$ cat src/rtl/riscv_pkg.sv
// Shared RV32I constants, loader FSM encoding and the field bundle
// consumed by the instruction encoder.
package riscv_pkg;

    localparam logic [2:0] FMT_R = 3'd0;
    localparam logic [2:0] FMT_I = 3'd1;
    localparam logic [2:0] FMT_S = 3'd2;
    localparam logic [2:0] FMT_B = 3'd3;
    localparam logic [2:0] FMT_U = 3'd4;
    localparam logic [2:0] FMT_J = 3'd5;

    localparam logic [6:0] OP_IMM   = 7'b0010011;
    localparam logic [2:0] F3_SLLI  = 3'b001;
    localparam logic [2:0] F3_SRXI  = 3'b101;

    typedef enum logic [1:0] {
        ST_IDLE = 2'd0,
        ST_RUN  = 2'd1,
        ST_WR   = 2'd2,
        ST_DONE = 2'd3
    } state_e;

    typedef struct packed {
        logic [2:0]  fmt;
        logic [6:0]  op;
        logic [2:0]  f3;
        logic        f7b5;
        logic [4:0]  rd;
        logic [4:0]  rs1;
        logic [4:0]  rs2;
        logic [31:0] imm;
    } fields_t;

endpackage

$ cat src/rtl/instr_encoder.sv
// Packs decoded instruction fields into an RV32I word and flags
// unencodable inputs (reserved formats, odd branch/jump offsets).
module instr_encoder
    import riscv_pkg::*;
(
    input  fields_t     fld_i,
    output logic [31:0] word_o,
    output logic        legal_o
);

    logic shift_imm;
    assign shift_imm = (fld_i.op == OP_IMM) &&
                       ((fld_i.f3 == F3_SLLI) || (fld_i.f3 == F3_SRXI));

    always_comb begin
        word_o  = '0;
        legal_o = 1'b1;
        case (fld_i.fmt)
            FMT_R: word_o = {1'b0, fld_i.f7b5, 5'b0, fld_i.rs2, fld_i.rs1,
                             fld_i.f3, fld_i.rd, fld_i.op};
            FMT_I: begin
                // Shift-immediates carry funct7 in the upper immediate bits.
                if (shift_imm)
                    word_o = {1'b0, fld_i.f7b5, 5'b0, fld_i.imm[4:0], fld_i.rs1,
                              fld_i.f3, fld_i.rd, fld_i.op};
                else
                    word_o = {fld_i.imm[11:0], fld_i.rs1, fld_i.f3, fld_i.rd, fld_i.op};
            end
            FMT_S: word_o = {fld_i.imm[11:5], fld_i.rs2, fld_i.rs1, fld_i.f3,
                             fld_i.imm[4:0], fld_i.op};
            FMT_B: begin
                word_o  = {fld_i.imm[12], fld_i.imm[10:5], fld_i.rs2, fld_i.rs1,
                           fld_i.f3, fld_i.imm[4:1], fld_i.imm[11], fld_i.op};
                legal_o = ~fld_i.imm[0];
            end
            FMT_U: word_o = {fld_i.imm[31:12], fld_i.rd, fld_i.op};
            FMT_J: begin
                word_o  = {fld_i.imm[20], fld_i.imm[10:1], fld_i.imm[11],
                           fld_i.imm[19:12], fld_i.rd, fld_i.op};
                legal_o = ~fld_i.imm[0];
            end
            default: legal_o = 1'b0;
        endcase
    end

endmodule

$ cat src/rtl/instr_loader.sv
// Streams instruction fields in, encodes them and writes the words to
// consecutive instruction-memory addresses, one session per start.
module instr_loader
    import riscv_pkg::*;
#(
    parameter logic [31:0] BASE_ADDR = 32'h0000_0000,
    parameter int unsigned MAX_WORDS = 1024
) (
    input  logic        clk,
    input  logic        reset,
    input  logic        start,
    input  logic        in_valid,
    output logic        in_ready,
    input  logic [2:0]  in_fmt,
    input  logic [6:0]  in_op,
    input  logic [2:0]  in_funct3,
    input  logic        in_funct7b5,
    input  logic [4:0]  in_rd,
    input  logic [4:0]  in_rs1,
    input  logic [4:0]  in_rs2,
    input  logic [31:0] in_imm,
    input  logic        in_last,
    output logic        mem_we,
    output logic [31:0] mem_addr,
    output logic [31:0] mem_wdata,
    output logic [10:0] word_count,
    output logic        done,
    output logic        err
);

    localparam logic [10:0] MAXW = 11'(MAX_WORDS);

    state_e      state_q, state_d;
    logic [10:0] count_q, count_d;
    logic [31:0] wdata_q, wdata_d;
    logic        err_q, err_d;
    logic        last_q, last_d;

    fields_t     fld;
    logic [31:0] enc_word;
    logic        enc_legal;

    assign fld = '{fmt: in_fmt, op: in_op, f3: in_funct3, f7b5: in_funct7b5,
                   rd: in_rd, rs1: in_rs1, rs2: in_rs2, imm: in_imm};

    instr_encoder u_enc (
        .fld_i   (fld),
        .word_o  (enc_word),
        .legal_o (enc_legal)
    );

    always_comb begin
        state_d = state_q;
        count_d = count_q;
        wdata_d = wdata_q;
        err_d   = err_q;
        last_d  = last_q;
        case (state_q)
            ST_IDLE: if (start) begin
                state_d = ST_RUN;
                count_d = '0;
                err_d   = 1'b0;
            end
            ST_RUN: if (in_valid) begin
                if (enc_legal) begin
                    wdata_d = enc_word;
                    last_d  = in_last;
                    state_d = ST_WR;
                end else begin
                    err_d = 1'b1;
                    if (in_last) state_d = ST_DONE;
                end
            end
            ST_WR: begin
                count_d = count_q + 11'd1;
                if (last_q) begin
                    state_d = ST_DONE;
                end else if (count_d == MAXW) begin
                    // Capacity exhausted before the stream said it was finished.
                    state_d = ST_DONE;
                    err_d   = 1'b1;
                end else begin
                    state_d = ST_RUN;
                end
            end
            default: state_d = ST_IDLE;
        endcase
    end

    always_ff @(posedge clk or posedge reset) begin
        if (reset) begin
            state_q <= ST_IDLE;
            count_q <= '0;
            wdata_q <= '0;
            err_q   <= 1'b0;
            last_q  <= 1'b0;
        end else begin
            state_q <= state_d;
            count_q <= count_d;
            wdata_q <= wdata_d;
            err_q   <= err_d;
            last_q  <= last_d;
        end
    end

    // Outputs decode straight from state so reset kills a pending write at once.
    assign in_ready   = (state_q == ST_RUN);
    assign mem_we     = (state_q == ST_WR);
    assign done       = (state_q == ST_DONE);
    assign mem_addr   = BASE_ADDR + {19'd0, count_q, 2'b00};
    assign mem_wdata  = wdata_q;
    assign word_count = count_q;
    assign err        = err_q;

endmodule

$ cat config.mk
export PLATFORM = sky130hd
export DESIGN_NAME = instr_loader
export DESIGN_NICKNAME = d
export VERILOG_FILES = /design/src/rtl/riscv_pkg.sv /design/src/rtl/instr_encoder.sv /design/src/rtl/instr_loader.sv
export SDC_FILE = /design/constraint.sdc
export NUM_CORES = 1
export LEC_CHECK = 0
export ABC_AREA = 1
export CAP_MARGIN = 5
export CORE_UTILIZATION = 37
export DETAILED_ROUTE_END_ITERATION = 8
export GPL_ROUTABILITY_DRIVEN = 0
export PLACE_DENSITY = 0.78
export SKIP_CTS_REPAIR_TIMING = 1
export SYNTH_ARGS = -nofsm -noshare
export SYNTH_HDL_FRONTEND = slang
export SYNTH_SLANG_ARGS = --single-unit
$ cat constraint.sdc
create_clock -name clk -period 1.6 [get_ports clk]
set_input_delay 0.48 -clock clk [delete_from_list [all_inputs] [get_ports clk]]
set_output_delay 0.48 -clock clk [all_outputs]
set_load 0.02 [all_outputs]
; Yosys cells after proc, flatten, opt, wreduce, memory -nomap -nowiden
; Cells that the tools add are included.
[totals]
register_bits = 47
in_bits = 66
out_inout_bits = 79
[classes]
add_sub_neg = 1
eq_ne = 18
muxes = 18
bitwise_logic = 1
reduce_logical = 12
[ops]
columns = operator, n
row1 = $pmux W32 S6, 1
row2 = $mux W32, 1
row3 = $pmux W11 S2, 1
row4 = $mux W2, 6
row5 = $add A11 B1 Y11 const B, 1
row6 = $eq A11 B11 Y1 const B, 1
row7 = $mux W11, 1
row8 = $eq A3 B3 Y1 const B, 3
row9 = $ne A2 B2 Y1 const B, 4
row10 = $eq A7 B5 Y1 const B, 1
row11 = $eq A3 B1 Y1 const B, 2
row12 = $eq A3 B2 Y1 const B, 2
row13 = $pmux W2 S3, 1
row14 = $reduce_and A3 Y1, 2
row15 = $reduce_and A6 Y1, 1
row16 = $mux W1, 5
row17 = $eq A2 B2 Y1 const B, 2
row18 = $reduce_or A4 Y1, 1
row19 = $logic_not A3 Y1, 1
row20 = $ne A3 B1 Y1 const B, 1
row21 = $pmux W1 S3, 1
row22 = $reduce_bool A3 Y1, 1
row23 = $eq A2 B1 Y1 const B, 1
row24 = $logic_not A2 Y1, 1
row25 = other kinds (8), 8

; Depth between registers and ports, before layout
; Gate-level depths: netlist (run 1).
[depth]
word_depth = 6
mapped_depth = 12
depth_no_buf = 12

; By module
; From an unflattened synthesis (run 1), not the netlist that was laid out.
[unflattened]
hier_cells = 371
area_unflattened_um2 = 3001.6
[by_module_without_submodules]
columns = module, instances, cells_per_inst, area_per_inst_um2, seq_area_each_um2
row1 = instr_loader, 1, 234, 2393.5, 1176.1
row2 = instr_encoder, 1, 137, 608.1, 0.0

; Worst setup path before layout (run 1)
; Ideal clock, no wire load.
[synth_timing]
path_kind = register to register
start = reg count_q[1] (netlist: word_count[1])
end = reg err_q (netlist: err)
setup_ps = 117
arrival_time_ps = 1547
t_required_ps = 1483
slack_ps = -64
stages_incl_launch_ff = 13
n_path_buf = 0
period_less_slack_ps = 1664
cell_sequence = dfrtp_1 > ha_1 > nand3_2 > nor2_2 > nand2_1 > nand2_1 > nand2_1 > nor2_1 > nand3_1 > nand2_1 > nand3_1 > nand2_1 > nand2_1
[synth_via]
elab_chain_len = 4
[synth_rtl]
columns = element, line
row1 = "start, declared", instr_loader.sv:34  ; logic [10:0] count_q, count_d;
row2 = "start signal, assigned", instr_loader.sv:99  ; count_q <= count_d;
row3 = $add A11 B1 Y11, instr_loader.sv:75  ; count_d = count_q + 11'd1;
row4 = $eq A11 B11 Y1, instr_loader.sv:78  ; end else if (count_d == MAXW) begin
row5 = $ne A2 B1 Y1 (no source line), --
row6 = $reduce_and A6 Y1 (no source line), --
row7 = "end signal, assigned", instr_loader.sv:101  ; err_q <= err_d;
row8 = "end, declared", instr_loader.sv:36  ; logic err_q, err_d;
; No other way between the ends.
; A chain may end at the register's enable or synchronous reset.

; Worst setup path after layout (run 1)
[layout_timing]
start = reg count_q[0] (netlist: word_count[0])
end = out word_count[0]
[layout_lines]
columns = element, line
row1 = "end, declared", instr_loader.sv:26  ; output logic [10:0] word_count,
; No word-level cell between the ends.

==> results of run 1 <==
## stage by stage
stage | total power (uW) | setup TNS, ns | setup WS [ns]
CTS | 6660 | -14.51 | -0.481
finish | 6840 | -0.171 | -0.0469
detailed placement | 5630 | -13.90 | -0.427
global route | 7270 | -0.651 | -0.180
floorplan | 3870 | -0.0624 | -0.0624
global placement | 5560 | -11.68 | -0.391
## cell families after synthesis
group / Yosys count
and+or+nand+nor: 186
buffers and inverters: 79
other: 1
AOI/OAI and AO/OA: 60
DFF: 47
adders and majority gates: 5
## per-layer routing
layer  vias to the layer above  share of wire
met5                         -              0
met4                         0         0.0083
met3                         8          0.065
met2                       125           0.53
met1                      1404           0.40
li1                       1496              -
## Yosys cell counts (2+ instances only)
cell,number,area [um2]
nand3_1,13,65.1
buf_6,4,45.0
ha_1,5,62.6
nand4_1,4,25.0
nor2_4,2,22.5
nand3_2,2,20.0
nor2_2,2,12.5
nand2_2,3,18.8
dfrtp_1,47,1180
buf_4,34,255
o21ai_1,5,25.0
o22ai_1,6,37.5
a21oi_2,2,17.5
nand2_1,113,424
inv_1,35,131
o21ai_0,10,50.1
buf_2,2,10.0
a41oi_1,5,43.8
a21oi_1,14,70.1
a31oi_1,13,81.3
nor2_1,42,158
inv_2,2,7.51
## layout make-up
cell class | instances | area (um2) | area share
tap | 99 | 124 | 0.0252
sequential | 47 | 1180 | 0.241
multi-input combinational | 273 | 1470 | 0.298
inverter | 38 | 153 | 0.0311
clock inverter | 2 | 60.1 | 0.0122
timing repair buffer | 177 | 1860 | 0.378
clock buffer | 6 | 72.6 | 0.0148
## power groups by stage
| stage | Combinational, uW | Sequential, uW | Clock, uW |
|---|---|---|---|
| final | 3770 | 2030 | 1040 |
| after global routing | 4070 | 2090 | 1110 |
| after CTS | 3610 | 2010 | 1050 |
| after detailed placement | 3600 | 2020 | 0 |
| after global placement | 3540 | 2010 | 0 |
| after floorplan | 1330 | 2540 | 0 |
## critical path, delay by kind of cell (launching register included)
| kind | cells | cell delay [ns] |
|---|---|---|
| DFF | 1 | 0.44 |
| buffers and inverters | 3 | 0.43 |
## worst paths after layout
kind / to / slack, ns / cells after the start
worst max-delay path: word_count[0] / -0.05 / 3
worst min-delay path: word_count[0] / 0.47 / 2
worst max register to register: err / -0.03 / 12
worst min register to register: mem_wdata[6] / 0.48 / 2
max in group asynchronous: state_q[1] / 0.69 / 3
min in group clk: mem_wdata[6] / 0.48 / 2
## registers in the layout (all words and copies together) (netlist names)
signal and flops:
word_count 11, last_q 1, state_q 2, err 1
mem_wdata 32
==> impl_metrics.json, run 1 <==
{
  "ys_warn_count": 0,
  "placed_cells": 622,
  "die_height_um": 90.1,
  "power_switching_uw": 2700,
  "grt_max_degree": 27,
  "wl_per_cell_um": 13.4,
  "start_kind": "flip-flop",
  "power_frac_seq": 0.297,
  "rsz0062_at_grt": "yes",
  "hold_slack_ns": 0.469,
  "syn_area_mm2": 0.00287,
  "fmaxAchievable_mhz": 607,
  "synth_ff_type": "dfrtp_1",
  "fill_cells": 600,
  "worstPathCellList": "buf_4 > buf_4 > clkbuf_2",
  "violations": "setup timing",
  "post_dp_cell_area_mm2": 0.00436,
  "critPathCaptureType": "primary output",
  "synth-compound-area-share": 0.129,
  "synthCells": 378,
  "cts.sinks": 47,
  "cts-root-buf": "clkbuf_8",
  "worst_slack_ns": -0.0469,
  "ys_ff_latch": 47,
  "ant_nets": 0,
  "ir_drop_mv": 0.635,
  "use_met2": 0.356,
  "grt_pass1_vias": 2949,
  "p_leak_uw": 0.00284,
  "worstPathArrival_ns": 1.17,
  "setup-violations-final": 5,
  "routed_wl_mm": 8.63,
  "cpMostUsedCell": "buf_4",
  "clkPwrFrac": 0.152,
  "die-area_mm2": 0.00811,
  "synth_fa_ha_area_frac": 0.0218,
  "final_common_cell": "nand2_1",
  "fin_nets": 613,
  "avgSynthCellArea_um2": 7.59,
  "cellPowerDensity_mw_per_mm2": 1390,
  "cts_buffers": 5,
  "mostFrequentLayoutCells": "106 x nand2_1, 60 x dlymetal6s2s_1, 58 x clkdlybuf4s50_1",
  "std_cell_rows": 31,
  "cts_tree": "done",
  "yosys.area_share.simple": 0.278,
  "clk_latency_ns": 0.30,
  "netSwitchingFraction": 0.395,
  "hold_path.class": "in2async",
  "status": "complete, but fails checks",
  "num_antenna_cells": 0,
  "syn_to_final_growth_pct": 71.3,
  "grt_first_pass_wirelength_mm": 13.3,
  "postLayoutCellArea_mm2": 0.00492,
  "overflow": 0,
  "async_flop_share": 1.00,
  "htree_levels": 2,
  "die_w_um": 90.1,
  "path_clk_slew_ns": 0.09,
  "p_comb_frac": 0.551,
  "fin_crit_sh": 1.03,
  "cp_slowest_cell": "dfrtp_1",
  "met1_usage": 0.243,
  "hold_viol": 0,
  "dr.pass1.iters": 5,
  "final_util": 0.667,
  "synth-xor-area-share": 0,
  "dp_hpwl_mm": 6.40,
  "layout-drive-gt1-share": 0.215,
  "required_ns": 1.12,
  "drt-initial-drc-count": 118,
  "use_met3": 0.0482,
  "coreArea_mm2": 0.00737,
  "path_class": "reg2out",
  "period_minus_slack_ns": 1.65,
  "viasPerCell": 4.72,
  "synth_top_family_by_area": "simple AND/OR/NAND/NOR gates",
  "grtUsageTotal": 0.200,
  "busiest_layer": "met2",
  "synth_edf_count": 0,
  "ys_types": 35,
  "drc": 0,
  "crit_fanout": 3,
  "io_pins": 145,
  "cpPeakStageDelay_ns": 0.44,
  "fin_cells": 642,
  "clockBufferDepth": 2,
  "cap_violations": 0,
  "drv_slew": 0,
  "worst_r2r_startpoint": "word_count[0]",
  "startpoint": "word_count[0]",
  "io_buffers": 123,
  "antenna_found_initial": 0,
  "ys_seq_area_frac": 0.410,
  "synthMuxAreaShare": 0,
  "fin_skew_ns": 0.0127,
  "vias": 3033,
  "internal_power_uw": 4140,
  "initial_core_util": 0.389
}
Power figures use the tool's default switching activity.
==> run 2: changes to the inputs <==
- CAP_MARGIN: 5 -> 40
- CORE_UTILIZATION: 37 -> 50
- DONT_BUFFER_PORTS: default -> 1
- PLACE_DENSITY: 0.78 -> 0.68
- TNS_END_PERCENT: default -> 50
==> run 2 against run 1 <==
The flow still finishes with violations (setup timing); clock power down 25%; sequential power rose by 28%; utilization shrank 6.9 points; flip-flop and latch count unchanged; register-to-register slack barely moved; critical path depth unchanged; setup slack lost 0.0024 ns; count of clock-buffer cells in the layout shrank 1; critical endpoint is now mem_we; largest cell class is now multi-input combinational cells; largest power group is now registers.
==> impl_metrics.json, run 2 (same netlist as run 1, synthesis figures left out) <==
{
  "status": "complete, but fails checks",
  "violations": "setup timing",
  "worstPathArrival_ns": 1.17,
  "path_clk_slew_ns": 0.10,
  "dp_hpwl_mm": 5.10,
  "crit_fanout": 6,
  "p_total_uw": 5360,
  "fin_nets": 471,
  "initial_core_util": 0.521,
  "cp_slowest_cell": "dfrtp_1",
  "cts-root-buf": "clkbuf_8",
  "grt_max_degree": 33,
  "start_kind": "flip-flop",
  "wl_per_cell_um": 14.5,
  "grt_pass1_vias": 2426,
  "coreArea_mm2": 0.00551,
  "post_dp_cell_area_mm2": 0.00297,
  "largest_reg_flops": 32,
  "hold_viol": 0,
  "grt_first_pass_wirelength_mm": 11.0,
  "htree_levels": 2,
  "critPathCaptureType": "primary output",
  "postLayoutCellArea_mm2": 0.00329,
  "antenna_found_initial": 0,
  "rsz0062_at_grt": "yes",
  "dr.pass1.iters": 4,
  "die_height_um": 77.8,
  "cts_tree": "done",
  "use_met2": 0.390,
  "cap_violations": 0,
  "final_common_cell": "nand2_1",
  "met1_usage": 0.273,
  "routed_wl_mm": 6.86,
  "clockBufferDepth": 2,
  "viasPerCell": 5.20,
  "fin_skew_ns": 0.0125,
  "die-area_mm2": 0.00605,
  "path_class": "reg2out",
  "grtUsageTotal": 0.232,
  "syn_to_final_growth_pct": 14.7,
  "worst_slack_ns": -0.0493,
  "fin_crit_sh": 1.03,
  "std_cell_rows": 27,
  "ir_drop_mv": 0.860,
  "relSlewSlack": 0.609,
  "fill_cells": 512,
  "cpPeakStageDelay_ns": 0.41,
  "ant_nets": 0,
  "p_leak_uw": 0.00152,
  "setup-violations-final": 3,
  "drt-initial-drc-count": 103,
  "worstPathCellList": "buf_6 > ha_4 > buf_4",
  "overflow": 0,
  "io_pins": 145,
  "cts.sinks": 47,
  "mostFrequentLayoutCells": "105 x nand2_1, 42 x dfrtp_1, 39 x nor2_1",
  "period_minus_slack_ns": 1.65,
  "busiest_layer": "met2",
  "die_w_um": 77.8,
  "required_ns": 1.12,
  "cellPowerDensity_mw_per_mm2": 1630,
  "clk_latency_ns": 0.31,
  "fmaxAchievable_mhz": 606,
  "num_antenna_cells": 0,
  "hold_path.class": "in2async",
  "drc": 0,
  "worst_pin_slew_ns": 0.585,
  "final_util": 0.598,
  "r2r_setup_slack_ns": -0.04,
  "use_met3": 0.0871,
  "io_buffers": 0,
  "vias": 2461,
  "layout-drive-gt1-share": 0.227,
  "drv_slew": 0,
  "cts_buffers": 5
}
-- run 2: cell types whose count changed in the layout (fill, tap and decap cells not counted), sizes merged --
cell,previous run,this run
dlymetal6s2s,60,0
clkdlybuf4s50,58,0
buf,56,35
clkbuf,9,6
inv,36,39
bufinv,2,0
nor2,48,47
-- run 2: per-layer routing --
layer  wire length (um)  vias to the layer above
li1                   -                     1206
met1               2810                     1136
met5                  0                        -
met4                 57                        0
met3                610                        7
met2               3380                      112
-- run 2: power by group --
part           internal (uW)  switching, uW  leakage (uW)
Combinational            857           1120      0.000906
Sequential              1680            921      0.000566
Clock                    319            459     0.0000452
Total                   2860           2500       0.00152
-- run 2: layout make-up --
cell class | count | area [um2] | share of cell area
inverters | 38 | 151 | 0.0460
flip-flops and latches | 47 | 1180 | 0.359
multi-input cells | 272 | 1430 | 0.436
clock inverters | 3 | 25.0 | 0.00760
well taps | 72 | 90.1 | 0.0274
repair buffers | 36 | 340 | 0.103
clock buffers | 5 | 68.8 | 0.0209
-- run 2: metrics by stage --
step	setup TNS (ns)	hold WS, ns	instances	setup WS, ns
floorplan	-0.0624	0.503	398	-0.0624
global placement	0	0.445	457	0.0460
detailed placement	-0.00752	0.454	457	-0.00752
CTS	-0.367	0.110	465	-0.204
global route	-0.408	0.112	473	-0.172
finish	-0.0920	0.0857	473	-0.0493
-- run 2: path summary, 6_finish.rpt --
check | endpoint | depth (start not counted) | start
max | mem_we | 3 | state_q[1]
min | mem_wdata[2] | 1 | reset
max reg2reg | err | 12 | word_count[1]
min reg2reg | last_q | 2 | last_q
max in group asynchronous | mem_wdata[15] | 2 | reset
min in group clk | mem_wdata[2] | 2 | in_op[2]
-- run 2: critical path, delay by kind of cell, from the launching register on --
family / cells / cell delay (ns)
buf+inv: 2 / 0.30
flops: 1 / 0.41
fa+ha+maj: 1 / 0.17
